[config.mk]
export PLATFORM = sky130hd
export DESIGN_NAME = pipeline_controller
export DESIGN_NICKNAME = d
export VERILOG_FILES = /design/src/rtl/pipeline_controller.sv
export SDC_FILE = /design/constraint.sdc
export NUM_CORES = 1
export LEC_CHECK = 0
export BUFFER_PORTS_ARGS = -buffer_cell sky130_fd_sc_hd__buf_2
export CORE_ASPECT_RATIO = 1.4
export CORE_MARGIN = 3
export CORE_UTILIZATION = 48
export CTS_CLUSTER_SIZE = 28
export DETAILED_ROUTE_END_ITERATION = 6
export PLACE_DENSITY = 0.76
export SYNTH_ARGS = -nofsm -noshare
export SYNTH_HDL_FRONTEND = slang
export SYNTH_SLANG_ARGS = --single-unit
export TNS_END_PERCENT = 1
[constraint.sdc]
create_clock -name clk -period 1.8 [get_ports clk]
set_input_delay 0.09 -clock clk [delete_from_list [all_inputs] [get_ports clk]]
set_output_delay 0.09 -clock clk [all_outputs]
set_load 0.03 [all_outputs]
[src/rtl/pipeline_controller.sv]
// Stall/flush sequencer for the 5-stage pipeline: merges hazard stalls, branch redirects,
// variable-latency data memory and halt drain into per-stage enables, plus watchdog and counters.
module pipeline_controller #(
    parameter int MAX_WAIT = 16,
    parameter int CNT_W    = 32
) (
    input  logic             clk,
    input  logic             rst,
    input  logic             hazard_stall,
    input  logic             take_branch,
    input  logic             halt_in_id,
    input  logic             dmem_req,
    input  logic             dmem_ready,
    output logic             dmem_valid,
    output logic             pc_write,
    output logic             IF_ID_write,
    output logic             IF_ID_flush,
    output logic             ID_EX_write,
    output logic             ID_EX_flush,
    output logic             EX_MEM_write,
    output logic             MEM_WB_write,
    output logic             halted,
    output logic             error,
    output logic [CNT_W-1:0] cycle_count,
    output logic [CNT_W-1:0] stall_count
);

    // wait_cnt only needs to reach MAX_WAIT-1 before the watchdog fires
    localparam int WAIT_W = (MAX_WAIT > 2) ? $clog2(MAX_WAIT) : 1;
    localparam logic [WAIT_W-1:0] WAIT_LAST = (MAX_WAIT > 0) ? WAIT_W'(MAX_WAIT - 1) : '0;
    localparam bit WD_ON = (MAX_WAIT > 0);

    typedef enum logic [1:0] {RUN, DRAIN, HALTED, ERROR} state_t;

    state_t            state;
    logic [1:0]        drain_cnt;
    logic [WAIT_W-1:0] wait_cnt;
    logic              active;
    logic              freeze;
    logic              wd_fire;
    logic              stall_inc;

    assign active    = (state == RUN) || (state == DRAIN);
    assign freeze    = active && dmem_req && !dmem_ready;
    assign wd_fire   = WD_ON && freeze && (wait_cnt == WAIT_LAST);
    assign stall_inc = freeze || ((state == RUN) && hazard_stall);

    always_comb begin
        dmem_valid   = 1'b0;
        pc_write     = 1'b0;
        IF_ID_write  = 1'b0;
        IF_ID_flush  = 1'b0;
        ID_EX_write  = 1'b0;
        ID_EX_flush  = 1'b0;
        EX_MEM_write = 1'b0;
        MEM_WB_write = 1'b0;
        halted       = 1'b0;
        error        = 1'b0;
        if (!rst) begin
            case (state)
                RUN: begin
                    dmem_valid = dmem_req;
                    if (!freeze) begin
                        pc_write     = 1'b1;
                        IF_ID_write  = 1'b1;
                        ID_EX_write  = 1'b1;
                        EX_MEM_write = 1'b1;
                        MEM_WB_write = 1'b1;
                        if (hazard_stall) begin
                            pc_write    = 1'b0;
                            IF_ID_write = 1'b0;
                            ID_EX_flush = 1'b1;
                        end else if (halt_in_id) begin
                            pc_write    = 1'b0;
                            IF_ID_flush = 1'b1;
                        end else if (take_branch) begin
                            IF_ID_flush = 1'b1;
                        end
                    end
                end
                // Fetch stays blocked and IF/ID keeps being flushed while older stages finish
                DRAIN: begin
                    dmem_valid   = dmem_req;
                    IF_ID_flush  = 1'b1;
                    IF_ID_write  = !freeze;
                    ID_EX_write  = !freeze;
                    EX_MEM_write = !freeze;
                    MEM_WB_write = !freeze;
                end
                HALTED:  halted = 1'b1;
                ERROR:   error  = 1'b1;
                default: ;
            endcase
        end
    end

    always_ff @(posedge clk or posedge rst) begin
        if (rst) begin
            state       <= RUN;
            drain_cnt   <= '0;
            wait_cnt    <= '0;
            cycle_count <= '0;
            stall_count <= '0;
        end else if (active) begin
            cycle_count <= cycle_count + CNT_W'(1);
            if (stall_inc) begin
                stall_count <= stall_count + CNT_W'(1);
            end
            wait_cnt <= freeze ? wait_cnt + WAIT_W'(1) : '0;
            if (wd_fire) begin
                state <= ERROR;
            end else if (!freeze) begin
                if (state == RUN) begin
                    if (!hazard_stall && halt_in_id) begin
                        state     <= DRAIN;
                        drain_cnt <= 2'd3;
                    end
                end else begin
                    drain_cnt <= drain_cnt - 2'd1;
                    if (drain_cnt == 2'd1) begin
                        state <= HALTED;
                    end
                end
            end
        end
    end

endmodule

==> impl_metrics.py <==
metrics = {
    "timing": {
        "slew-limit-headroom": 0.551,
        "hold_slack_ns": 0.233,
        "rsz0062_at_grt": "true",
        "clock.fmax_ghz": 0.559,
        "hold_viol_final": 0,
        "timing.final.crit_share": 0.995,
        "drv_slew": 0,
        "setup_ws_ns": 0.00957,
        "period_minus_slack_ns": 1.79,
        "skew_ns": 0.00965,
        "final-setup-viol-count": 0,
        "worst_slew_pin_slew_ns": 0.674,
    },
    "power": {
        "p_per_area_mw_per_mm2": 898,
        "vdd_drop_max_uv": 645,
        "power_w": 0.00382,
        "power_leakage_nw": 2.15,
    },
    "clock_tree": {
        "cts_sinks": 72,
        "htree_levels": 3,
        "numCtsBuffers": 9,
        "cts_buffer_depth": 2,
        "cts_root_buffer": "clkbuf_8",
        "clk_latency_ns": 0.35,
        "cts_tree": "done",
        "path_clk_slew_ns": 0.08,
    },
    "synthesis": {
        "yosysMostFrequentCell": "dfrtp_1",
        "synth_largest_area_cell": "dfrtp_1",
        "synth_top_cell_area_share": 0.521,
        "synth_cell_types": 37,
        "synth_edf_count": 0,
        "syn_avg_cell_area_sq_um": 11.0,
        "yosys-top-cells-area": "dfrtp_1, xnor2_1, xor2_1",
        "seq_area_frac_synth": 0.521,
        "synthCells": 315,
        "synthFlopType": "dfrtp_1",
        "ys_warn_count": 0,
        "async_flop_share": 1.00,
        "synthesis.nets": 326,
        "synth_top_cells_by_count": "dfrtp_1, xnor2_1, nand3_1, xor2_1, nand4_1",
        "ys_ff_latch": 72,
        "synth_area_sq_mm": 0.00346,
    },
    "layout": {
        "regArea_sq_mm": 0.00180,
        "area.growth.synth_to_final_pct": 23.2,
        "utilization": 0.610,
        "final_cell_area_sq_mm": 0.00426,
        "multi_input_area_sq_mm": 0.00159,
        "layout-drive-gt1-share": 0.292,
        "num-fill-cells": 591,
        "final_nets": 420,
        "num_antenna_cells": 0,
    },
    "grt": {
        "overflow": 0,
        "grt_use_total": 0.199,
        "grt_pass1_vias": 2752,
        "grt_max_degree": 55,
        "grt_pass1_wl_mm": 13.1,
        "grt_antenna_before_repair": 0,
    },
    "setup_path": {
        "crit_path_start_kind": "register",
        "crit_chain": "buf_4 -> and4b_1 -> o2111ai_4 -> nor4_1 -> xor2_1",
        "cpPeakStageDelay_ns": 0.42,
        "crit_buf_inv": 1,
        "required_ns": 2.07,
        "cpLargestDelayFamily": "simple AND/OR/NAND/NOR gates",
        "reg2reg_to": "stall_count[31]$_DFFE_PP0P_",
        "r2r_slack_ns": 0.01,
        "crit_path_top_delay_cell": "dfrtp_2",
        "crit_type": "reg2reg",
        "r2r_start": "state[1]$_DFFE_PP0P_",
        "critPathCaptureType": "register",
        "cp.depth": 5,
        "worst_r2r_path_depth": 5,
        "crit_arrival_ns": 2.06,
        "crit_fanout": 9,
    },
    "drt": {
        "routed_wl_mm": 7.63,
        "first_pass_iters": 4,
        "ant_nets": 0,
        "vias": 2741,
        "drc_errors": 0,
        "avgRoutedWirePerCell_microns": 15.0,
        "vias_per_cell": 5.39,
        "drt_iter0_markers": 92,
    },
    "placed_design": {
        "port-buffer-count": 80,
        "gp_congestion": 0.832,
        "pre_cts_ws_ns": 0.0792,
        "dpl_cell_area_sq_mm": 0.00402,
        "dp_hpwl_mm": 5.53,
    },
    "floorplan": {
        "die_w_microns": 77.7,
        "rows": 36,
        "core_area_sq_mm": 0.00698,
        "die_area_sq_mm": 0.00827,
        "initial_core_util": 0.495,
        "ios": 81,
        "die_y_microns": 106,
    },
    "worst_hold_path": {
        "min_path_type": "in2reg",
        "whs_path_depth": 5,
        "min_to": "drain_cnt[0]$_DFFE_PP0P_",
        "worstHoldStart": "halt_in_id",
    },
    "run": {
        "max_cap_viol_count": 0,
    },
    "outcome": {
        "status": "finished, final reports clean",
    },
}
-- how the worst max path moves through the flow --
stage / endpoint / start / slack (ns)
floorplan: error / rst / -0.009
CTS: pc_write / state[1]$_DFFE_PP0P_ / -0.04
global placement: stall_count[15]$_DFFE_PP0P_ / state[0]$_DFFE_PP0P_ / 0.19
detailed placement: stall_count[27]$_DFFE_PP0P_ / stall_count[4]$_DFFE_PP0P_ / 0.08
finish: stall_count[31]$_DFFE_PP0P_ / state[1]$_DFFE_PP0P_ / 0.01
global route: stall_count[29]$_DFFE_PP0P_ / state[1]$_DFFE_PP0P_ / -0.04
-- sequential cells by signal (all words and copies together), names as in the netlist --
register / flops
cycle_count: 32
drain_cnt: 2
wait_cnt: 4
state: 2
stall_count: 32
-- worst reg2reg max path, stage by stage, from the launching register on --
cell and delay [ns]:
dfrtp_2 0.42, buf_4 0.16, and4b_1 0.30, o2111ai_4 0.23, nor4_1 0.41, xor2_1 0.19
-- where the power goes --
| part | internal (W) | leakage [nW] | switching (W) | total [W] |
|---|---|---|---|---|
| clock network | 0.000635 | 0.0941 | 0.000581 | 0.00122 |
| registers | 0.00175 | 0.965 | 0.000151 | 0.00190 |
| logic | 0.000253 | 1.09 | 0.000452 | 0.000705 |
-- cells by family (layout without fill, tap and decap cells) --
group	count (synthesis)	in the layout	synth area share
flops	72	72	0.521
mux	2	2	0.00652
fa+ha+maj	4	4	0.0145
xor+xnor	62	62	0.157
simple gates	134	134	0.219
buf+inv	21	120	0.0293
compound gates	20	20	0.0521
-- per-layer routing --
metal / wire length, microns / up-vias / GRT usage
li1: - / 1300 / -
met1: 3180 / 1348 / 0.241
met2: 3920 / 77 / 0.335
met3: 364 / 16 / 0.0339
met4: 167 / 0 / 0.104
met5: 0 / - / 0
-- layout by cell type (no fill, tap or decap), types with 5 or more instances in the layout --
| cell type | Yosys | routed |
|---|---|---|
| and4_1 | 10 | 10 |
| inv_1 | 8 | 7 |
| and3_1 | 10 | 10 |
| xnor2_1 | 40 | 40 |
| nor3_1 | 10 | 10 |
| buf_4 | 4 | 15 |
| buf_2 | 6 | 79 |
| clkbuf_8 | 0 | 9 |
| dfrtp_1 | 72 | 71 |
| nand3_1 | 22 | 22 |
| xor2_1 | 22 | 22 |
| nor2_1 | 19 | 19 |
| o21ai_0 | 5 | 5 |
| nand4_1 | 20 | 20 |
| nand2_1 | 19 | 19 |
-- area by class of cell --
cell class,instances,share of cell area
timing repair buffer,96,0.124
sequential,72,0.424
inverter,8,0.00794
multi-input combinational,222,0.374
clock inverter,4,0.0106
tap,95,0.0279
clock buffer,12,0.0317
-- metrics by stage --
stage / std cells / setup TNS [ns]
3_5_place_dp: 490 / 0
4_1_cts: 509 / -0.0384
5_1_grt: 509 / -0.125
6_report: 509 / 0
2_1_floorplan: 315 / -0.0174
3_3_place_gp: 490 / 0
-- repair_timing --
action / 4_1_cts / 5_1_grt
setup buffers: 2 / 0
resized for setup: 6 / 1
pin swaps: 2 / 2
setup endpoints to repair: 6 / 9
hold buffers: 1 / 0
endpoints found under the hold margin: 18 / 0
Power figures use the tool's default switching activity.
